$ cat src/rtl/vlsu_store_wb_tracker.sv
// rtl/vlsu_store_wb_tracker.sv - store write-path tracker: W beat buffer, AW/B accounting, per-instruction completion
// W beats wait in a small FIFO until their AW is out; B responses are folded into one done/err per store instruction.
module vlsu_store_wb_tracker #(
   parameter int AxiDataWidth   = 128,
   parameter int WDepth         = 4,
   parameter int MaxOutstanding = 8,
   parameter int BurstCntWidth  = 16
) (
   input  logic                      clk_i,
   input  logic                      rst_i,
   input  logic                      s_w_valid_i,
   output logic                      s_w_ready_o,
   input  logic [AxiDataWidth-1:0]   s_w_data_i,
   input  logic [AxiDataWidth/8-1:0] s_w_strb_i,
   input  logic                      s_w_last_i,
   output logic                      m_w_valid_o,
   input  logic                      m_w_ready_i,
   output logic [AxiDataWidth-1:0]   m_w_data_o,
   output logic [AxiDataWidth/8-1:0] m_w_strb_o,
   output logic                      m_w_last_o,
   input  logic                      aw_fire_i,
   output logic                      aw_credit_o,
   input  logic                      m_b_valid_i,
   output logic                      m_b_ready_o,
   input  logic [1:0]                m_b_resp_i,
   input  logic                      insn_valid_i,
   output logic                      insn_ready_o,
   input  logic [BurstCntWidth-1:0]  insn_bursts_i,
   output logic                      done_valid_o,
   input  logic                      done_ready_i,
   output logic                      done_err_o,
   output logic                      proto_err_o
);

   localparam int StrbWidth = AxiDataWidth / 8;
   localparam int PtrWidth  = (WDepth > 1) ? $clog2(WDepth) : 1;
   localparam int FillWidth = $clog2(WDepth + 1);
   localparam int CntWidth  = $clog2(MaxOutstanding + 1);
   localparam int SumWidth  = CntWidth + 1;

   typedef enum logic [1:0] {
      ST_IDLE,
      ST_COUNT,
      ST_DONE
   } state_t;

   logic [AxiDataWidth-1:0] data_mem [WDepth];
   logic [StrbWidth-1:0]    strb_mem [WDepth];
   logic [WDepth-1:0]       last_mem;
   logic [PtrWidth-1:0]     wr_ptr;
   logic [PtrWidth-1:0]     rd_ptr;
   logic [FillWidth-1:0]    fill;

   logic [CntWidth-1:0]     aw_cnt;
   logic [CntWidth-1:0]     ob_cnt;
   logic [CntWidth-1:0]     aw_nxt;
   logic [CntWidth-1:0]     ob_nxt;
   logic [SumWidth-1:0]     inflight;
   logic [SumWidth-1:0]     inflight_nxt;

   logic fifo_empty;
   logic fifo_full;
   logic w_push;
   logic w_pop;
   logic w_last_pop;
   logic b_fire;
   logic aw_over;
   logic b_under;

   state_t                   state;
   logic [BurstCntWidth-1:0] remaining;
   logic                     err;
   logic                     unused_resp_ok;

   assign fifo_empty  = (fill == '0);
   assign fifo_full   = (fill == FillWidth'(WDepth));
   assign s_w_ready_o = !fifo_full;
   assign w_push      = s_w_valid_i && !fifo_full;

   // Only the first beat of a burst can be held here: aw_cnt stays non-zero until its last beat leaves.
   assign m_w_valid_o = !fifo_empty && (aw_cnt != '0);
   assign w_pop       = m_w_valid_o && m_w_ready_i;
   assign w_last_pop  = w_pop && m_w_last_o;

   assign m_w_data_o  = data_mem[rd_ptr];
   assign m_w_strb_o  = strb_mem[rd_ptr];
   assign m_w_last_o  = last_mem[rd_ptr];

   assign b_fire         = m_b_valid_i && m_b_ready_o;
   assign inflight       = SumWidth'(aw_cnt) + SumWidth'(ob_cnt);
   assign aw_over        = aw_fire_i && (inflight >= SumWidth'(MaxOutstanding));
   assign b_under        = b_fire && (ob_cnt == '0);
   assign unused_resp_ok = m_b_resp_i[0];

   always_ff @(posedge clk_i) begin
      if (w_push) begin
         data_mem[wr_ptr] <= s_w_data_i;
         strb_mem[wr_ptr] <= s_w_strb_i;
         last_mem[wr_ptr] <= s_w_last_i;
      end
   end

   always_ff @(posedge clk_i) begin
      if (rst_i) begin
         wr_ptr <= '0;
         rd_ptr <= '0;
         fill   <= '0;
      end else begin
         if (w_push) begin
            wr_ptr <= (wr_ptr == PtrWidth'(WDepth - 1)) ? '0 : wr_ptr + PtrWidth'(1);
         end
         if (w_pop) begin
            rd_ptr <= (rd_ptr == PtrWidth'(WDepth - 1)) ? '0 : rd_ptr + PtrWidth'(1);
         end
         if (w_push && !w_pop) begin
            fill <= fill + FillWidth'(1);
         end else if (!w_push && w_pop) begin
            fill <= fill - FillWidth'(1);
         end
      end
   end

   // A burst moves from aw_cnt to ob_cnt when its last beat leaves, so the in-flight sum is unchanged by that move.
   always_comb begin
      aw_nxt = aw_cnt;
      ob_nxt = ob_cnt;
      if (aw_fire_i && !aw_over) begin
         aw_nxt = aw_nxt + CntWidth'(1);
      end
      if (w_last_pop) begin
         aw_nxt = aw_nxt - CntWidth'(1);
         ob_nxt = ob_nxt + CntWidth'(1);
      end
      if (b_fire && !b_under) begin
         ob_nxt = ob_nxt - CntWidth'(1);
      end
      inflight_nxt = SumWidth'(aw_nxt) + SumWidth'(ob_nxt);
   end

   always_ff @(posedge clk_i) begin
      if (rst_i) begin
         aw_cnt      <= '0;
         ob_cnt      <= '0;
         aw_credit_o <= 1'b1;
         proto_err_o <= 1'b0;
      end else begin
         aw_cnt      <= aw_nxt;
         ob_cnt      <= ob_nxt;
         aw_credit_o <= (inflight_nxt < SumWidth'(MaxOutstanding));
         if (aw_over || b_under) begin
            proto_err_o <= 1'b1;
         end
      end
   end

   always_ff @(posedge clk_i) begin
      if (rst_i) begin
         state        <= ST_IDLE;
         remaining    <= '0;
         err          <= 1'b0;
         insn_ready_o <= 1'b1;
         m_b_ready_o  <= 1'b0;
         done_valid_o <= 1'b0;
         done_err_o   <= 1'b0;
      end else begin
         case (state)
            ST_IDLE: begin
               if (insn_valid_i && insn_ready_o) begin
                  remaining    <= insn_bursts_i;
                  err          <= 1'b0;
                  insn_ready_o <= 1'b0;
                  if (insn_bursts_i == '0) begin
                     state        <= ST_DONE;
                     done_valid_o <= 1'b1;
                     done_err_o   <= 1'b0;
                  end else begin
                     state       <= ST_COUNT;
                     m_b_ready_o <= 1'b1;
                  end
               end
            end
            ST_COUNT: begin
               if (b_fire) begin
                  remaining <= remaining - BurstCntWidth'(1);
                  err       <= err | m_b_resp_i[1];
                  if (remaining == BurstCntWidth'(1)) begin
                     state        <= ST_DONE;
                     m_b_ready_o  <= 1'b0;
                     done_valid_o <= 1'b1;
                     done_err_o   <= err | m_b_resp_i[1];
                  end
               end
            end
            ST_DONE: begin
               if (done_ready_i) begin
                  state        <= ST_IDLE;
                  done_valid_o <= 1'b0;
                  done_err_o   <= 1'b0;
                  insn_ready_o <= 1'b1;
               end
            end
            default: begin
               state <= ST_IDLE;
            end
         endcase
      end
   end

endmodule

$ cat config.mk
export PLATFORM = sky130hd
export DESIGN_NAME = vlsu_store_wb_tracker
export DESIGN_NICKNAME = d
export VERILOG_FILES = /design/src/rtl/vlsu_store_wb_tracker.sv
export SDC_FILE = /design/constraint.sdc
export NUM_CORES = 1
export LEC_CHECK = 0
export ABC_AREA = 0
export CAP_MARGIN = 20
export CORE_UTILIZATION = 40
export CTS_CLUSTER_DIAMETER = 30
export CTS_CLUSTER_SIZE = 12
export DETAILED_ROUTE_END_ITERATION = 8
export GPL_TIMING_DRIVEN = 1
export SYNTH_ARGS = -nofsm -noshare
export SYNTH_HDL_FRONTEND = slang
export SYNTH_SLANG_ARGS = --single-unit
export TNS_END_PERCENT = 50
$ cat constraint.sdc
create_clock -name clk_i -period 10.6 [get_ports clk_i]
set_clock_uncertainty 0.1 [all_clocks]
set_input_delay 3.18 -clock clk_i [delete_from_list [all_inputs] [get_ports clk_i]]
set_output_delay 3.18 -clock clk_i [all_outputs]
set_load 0.01 [all_outputs]
==> impl_metrics.json, run 1 <==
{
  "numCtsBuffers": 130,
  "tns_ns": 0,
  "layout_setup_ws_ns": 3.73,
  "required_ns": 7.32,
  "nets": 1724,
  "ys_warn_count": 0,
  "io_buffers": 322,
  "crit_path_max_fanout": 40,
  "n_fill_cell": 4395,
  "setup_violations": 0,
  "cts_tree": "done",
  "pre_cts_ws_ns": 3.68,
  "maxSlewHeadroom_pct": 34.8,
  "drtPass1Iterations": 5,
  "num_rows": 88,
  "critPathLaunchType": "flop",
  "run_status": "completed",
  "arrival_ns": 3.59,
  "first_global_vias": 13444,
  "cap_viol_max_count": 0,
  "cts_root_buf": "clkbuf_16",
  "cts_resized": 0,
  "grt_start_max_net_pins": 90,
  "max-vdd-ir-drop_mv": 0.160,
  "worst_r2r_path_depth": 15,
  "clk_pin_slew_ns": 0.04,
  "cp-end-kind": "output port",
  "cts.sinks": 622,
  "hold_viol_final": 0,
  "p_per_area_nw_per_um2": 259,
  "cts.path.max_buffers": 3,
  "ant_nets": 0,
  "grtUsageTotal_pct": 17.4,
  "mostFrequentLayoutCell": "edfxtp_1",
  "syn_nets": 1303,
  "drt_wl_total_microns": 50400,
  "whs_path_depth": 2,
  "fmax_mhz": 146,
  "synthesis.area_sq_um": 23700,
  "worst_skew_pair.late_latency_ns": 0.68,
  "criticalPathCategory": "flop to output port",
  "wire_per_inst_microns": 21.1,
  "io-pin-count": 324,
  "post-route-min-period_ns": 6.87,
  "ys.flop_type": "edfxtp_1",
  "drive_gt1_share_pct": 22.2,
  "antenna_found_initial": 7,
  "final_cell_mix": "580 x edfxtp_1, 322 x clkdlybuf4s50_1, 145 x mux4_2",
  "hold_slack_ns": 0.399,
  "slew_viol_final": 0,
  "async_reset_ff_share_pct": 0,
  "routed_via_density": 5.14,
  "grt_overflow_total": 0,
  "vias": 12318,
  "die_area_sq_um": 60100,
  "cts_hold_buf": 0,
  "worst_pin_slew_ns": 0.979,
  "syn_area_per_cell_sq_um": 21.3,
  "area_growth_pct": 35.2,
  "layout_worst_path_cycle_share_pct": 64.8,
  "rsz0062_at_grt": "no",
  "seq_area_frac_synth_pct": 77.2,
  "gp_congestion": 0.769,
  "synth_cells": 1109,
  "ys_ff_latch": 622,
  "grt_pass1_wl_microns": 77800,
  "post-cts-setup-buffers": 0,
  "drcViolationCount": 0,
  "synth_edf_count": 580,
  "leakagePower_nw": 10.6,
  "die_w_microns": 245,
  "dpl.hpwl_microns": 29300,
  "die_h_microns": 245,
  "hold_path.class": "flop to flop",
  "synth.distinct_cells": 63,
  "drtIter0Drc": 585,
  "htreeDepth": 4,
  "final_util_pct": 55.1,
  "start_util_pct": 40.8,
  "fp.coreArea_sq_um": 58000
}
-- worst max-delay path, stage by stage, from the launching register on --
cell	delay (ns)
dfxtp_4	0.90
buf_4	0.76
mux4_2	0.60
clkdlybuf4s50_1	0.57
-- power by group --
group	switching, W	internal (W)	total (W)
clock network	0.00123	0.00258	0.00381
logic	0.000638	0.000748	0.00139
registers	0.0000989	0.00298	0.00307
total	0.00197	0.00630	0.00827
-- metrics by stage --
stage	instance area (sq um)	total power, W	cells
final	32000	0.00827	2395
after detailed placement	27800	0.00454	2163
after floorplan	23700	0.00385	1109
after global routing	32000	0.00861	2395
after CTS	32000	0.00840	2393
after global placement	27800	0.00452	2163
-- worst paths after layout --
path | from | end | slack (ns)
max | flop | m_w_strb_o[13] | 3.73
min | rd_ptr[1] | flop | 0.40
max reg2reg | aw_cnt[1] | aw_credit_o | 6.46
min reg2reg | rd_ptr[1] | flop | 0.40
-- area by class of cell --
class                           instances  area, sq um  area share (%)
Inverter                               16         60.1           0.188
Clock inverter                         74          744            2.33
Multi-Input combinational cell        423         5160            16.1
Clock buffer                          156         3430            10.7
Antenna cell                            2         5.00          0.0157
Tap cell                              765          957            2.99
Sequential cell                       622        18300            57.1
Timing Repair Buffer                  337         3350            10.5
-- registers in the layout (all words and copies together), names as in the netlist, 2 cells and up, named ones only --
| signal | flops |
|---|---|
| data_mem | 512 |
| strb_mem | 64 |
| remaining | 16 |
| aw_cnt | 4 |
| last_mem | 4 |
| ob_cnt | 4 |
| fill | 3 |
| rd_ptr | 2 |
| state | 2 |
| wr_ptr | 2 |
-- cells in the mapped netlist, drive strengths merged, types with 2 or more instances --
cell,n,area share (%)
or2,2,0.053
inv,16,0.25
o32ai,4,0.15
nor3,13,0.32
a21oi,31,0.66
nor3b,7,0.22
ha,21,1.1
fa,2,0.17
edfxtp,580,74
o21ai,22,0.47
nand3,13,0.28
xor2,5,0.19
a21o,4,0.13
o211a,2,0.085
or3,11,0.29
and2,9,0.24
nor4,9,0.33
nor2b,2,0.053
and4,2,0.074
buf,20,0.40
nand2,30,0.48
nand2b,2,0.053
xnor2,5,0.19
o211ai,3,0.095
clkbuf,28,0.44
or3b,2,0.074
or4,4,0.13
mux2i,9,0.38
a311oi,2,0.074
mux4,145,14
o41ai,2,0.074
a31oi,5,0.13
a211oi,4,0.13
o311ai,2,0.074
and3,5,0.13
nand4,7,0.21
dfxtp,42,3.6
nor2,24,0.38
o22ai,2,0.053
-- metal layers --
| layer | part of all wire [%] | global-route usage [%] |
|---|---|---|
| met1 | 40 | 20.5 |
| met4 | 2.2 | 7.50 |
| met3 | 7.8 | 6.70 |
| met5 | 0.11 | 0 |
| met2 | 50 | 28.2 |
-- kinds of logic (layout without fill, tap and decap cells) --
family                     count (synthesis)  in the layout  synth area share, %
AOI/OAI and AO/OA                         91             91                 2.39
DFF                                      622            622                 77.2
muxes                                    154            154                 14.2
buffers and inverters                     64            583                 1.10
and+or+nand+nor                          144            144                 3.40
other                                      0              2                    0
adders and majority gates                 23             23                 1.28
xor gates and xnor gates                  11             11                0.465
Power figures use the tool's default switching activity.
==> inputs of run 2 (changes only) <==
==> constraint.sdc (replaced) <==
create_clock -name clk_i -period 6.21 [get_ports clk_i]
set_clock_uncertainty 0.1 [all_clocks]
set_input_delay 1.863 -clock clk_i [delete_from_list [all_inputs] [get_ports clk_i]]
set_output_delay 1.863 -clock clk_i [all_outputs]
set_load 0.01 [all_outputs]
==> run 2 against run 1 <==
Compared with the run above: critical path depth unchanged; hold slack improved by 0.0042 ns; global-route usage decreased by 0.44 points; clock power increased by 77%; die area unchanged; core utilization increased by 0.52 points; highest routed layer unchanged; wire length decreased by 0.73%; first-iteration DRC count decreased by 10%.
==> impl_metrics.json, run 2 (synthesized netlist as in run 1, its figures left out) <==
{
  "regMostFlops": "data_mem",
  "gp_congestion": 0.794,
  "wl_met3_microns": 3660,
  "worst_pin_slew_ns": 0.930,
  "setup_violations": 0,
  "cts_resized": 0,
  "worst_skew_pair.late_latency_ns": 0.65,
  "htreeDepth": 3,
  "drcViolationCount": 0,
  "hold_viol_final": 0,
  "io_buffers": 322,
  "antenna_found_initial": 5,
  "r2r_slack_ns": 2.00,
  "power_w": 0.0144,
  "rsz0062_at_grt": "no",
  "whs_path_depth": 2,
  "critPathLaunchType": "flop",
  "grtUsageTotal_pct": 16.9,
  "drt_wl_total_microns": 50100,
  "clk_pin_slew_ns": 0.04,
  "holdCritStartpoint": "remaining[1]",
  "dpl.hpwl_microns": 29000,
  "start_util_pct": 40.8,
  "tns_ns": 0,
  "final_cell_mix": "580 x edfxtp_1, 322 x clkdlybuf4s50_1, 145 x mux4_2",
  "drtPass1Iterations": 5,
  "cts.sinks": 622,
  "post-route-min-period_ns": 5.08,
  "post-cts-setup-buffers": 0,
  "pwr-share-seq_pct": 36.3,
  "routed.top_layer": "met5",
  "r2r-end": "aw_credit_o",
  "grt_pass1_wl_microns": 76900,
  "fp.coreArea_sq_um": 58000,
  "fmax_mhz": 197,
  "p_per_area_nw_per_um2": 446,
  "wire_per_inst_microns": 20.9,
  "crit-reg2reg-launch": "aw_cnt[1]",
  "grt_overflow_total": 0,
  "io-pin-count": 324,
  "cts_tree": "done",
  "drtIter0Drc": 525,
  "worst_r2r_path_depth": 15,
  "cts_hold_buf": 0,
  "area_growth_pct": 36.4,
  "hold_path.class": "flop to flop",
  "cts.path.max_buffers": 3,
  "run_status": "completed",
  "die_w_microns": 245,
  "first_global_vias": 13238,
  "maxSlewHeadroom_pct": 38.0,
  "arrival_ns": 3.12,
  "die_area_sq_um": 60100,
  "cp-end-kind": "output port",
  "ant_nets": 0,
  "numCtsBuffers": 121,
  "largest_reg_flops": 512,
  "grt_start_max_net_pins": 87,
  "p_sw_w": 0.00336,
  "die_h_microns": 245,
  "max-vdd-ir-drop_mv": 0.338,
  "required_ns": 4.25,
  "switching_share_pct": 23.4,
  "num_rows": 88,
  "internal-power_w": 0.0110,
  "leakagePower_nw": 10.6,
  "layout_worst_path_cycle_share_pct": 81.8,
  "power_frac_clock_pct": 46.8,
  "crit_path_max_fanout": 56,
  "cap_viol_max_count": 0,
  "wl_met2_microns": 24900,
  "n_fill_cell": 4411,
  "criticalPathCategory": "flop to output port",
  "mostFrequentLayoutCell": "edfxtp_1",
  "drive_gt1_share_pct": 22.9,
  "vias": 12286,
  "routed_via_density": 5.13,
  "hold_end": "remaining[1]",
  "slew_viol_final": 0,
  "final_util_pct": 55.6,
  "hold_slack_ns": 0.404,
  "cts_root_buf": "clkbuf_16",
  "wl_met1_microns": 20400,
  "reg_top3": "data_mem (512), strb_mem (64), remaining (16)",
  "n_antenna_cell": 0,
  "combPwrFrac_pct": 16.9,
  "nets": 1718
}
[run 2: cell count changes in the layout (fill, tap and decap cells not counted), sizes merged]
cell	before	now
bufinv	12	23
clkinvlp	5	14
clkinv	46	38
clkbuf	156	149
inv	27	22
buf	15	18
diode	2	0
[run 2: per-layer routing]
layer / global-route usage (%) / vias to the layer above
li1: - / 5536
met1: 20.9 / 6317
met2: 27.6 / 333
met3: 5.55 / 90
met4: 6.43 / 10
met5: 0 / -
[run 2: critical path, cell delays in order, from the launching register on]
cell and delay [ns]:
dfxtp_4 0.76, buf_12 0.46, mux4_2 0.58, clkdlybuf4s50_1 0.52
[run 2: power by group through the flow]
stage / Clock, W / Sequential [W] / Combinational, W
5_1_grt: 0.00705 / 0.00527 / 0.00262
3_3_place_gp: 0 / 0.00528 / 0.00248
3_5_place_dp: 0 / 0.00531 / 0.00248
6_report: 0.00673 / 0.00522 / 0.00243
2_1_floorplan: 0 / 0.00529 / 0.00129
4_1_cts: 0.00686 / 0.00523 / 0.00250
[run 2: how the worst max path moves through the flow]
stage	from	end	slack [ns]	depth (start not counted)
2_1_floorplan	s_w_valid_i	data_mem[0][0]	0.34	1
3_3_place_gp	m_w_ready_i	aw_credit_o	0.63	13
3_5_place_dp	m_w_ready_i	aw_credit_o	0.58	13
4_1_cts	flop	m_w_data_o[30]	1.01	3
5_1_grt	flop	m_w_data_o[47]	0.90	3
6_report	flop	m_w_data_o[8]	1.13	3
[run 2: metrics by stage]
stage / instance area (sq um) / std cells / setup WS, ns
global placement: 27900 / 2166 / 0.633
detailed placement: 27900 / 2166 / 0.582
global route: 32300 / 2396 / 0.902
CTS: 32300 / 2396 / 1.01
finish: 32300 / 2396 / 1.13
floorplan: 23700 / 1109 / 0.345
[run 2: layout make-up]
type / instances / area [sq um] / area share (%)
Sequential cell: 622 / 18300 / 56.6
Multi-Input combinational cell: 423 / 5160 / 16.0
Timing Repair Buffer: 340 / 3510 / 10.9
Clock buffer: 149 / 3240 / 10.0
Clock inverter: 81 / 1090 / 3.37
Inverter: 16 / 60.1 / 0.186
Tap cell: 765 / 957 / 2.97
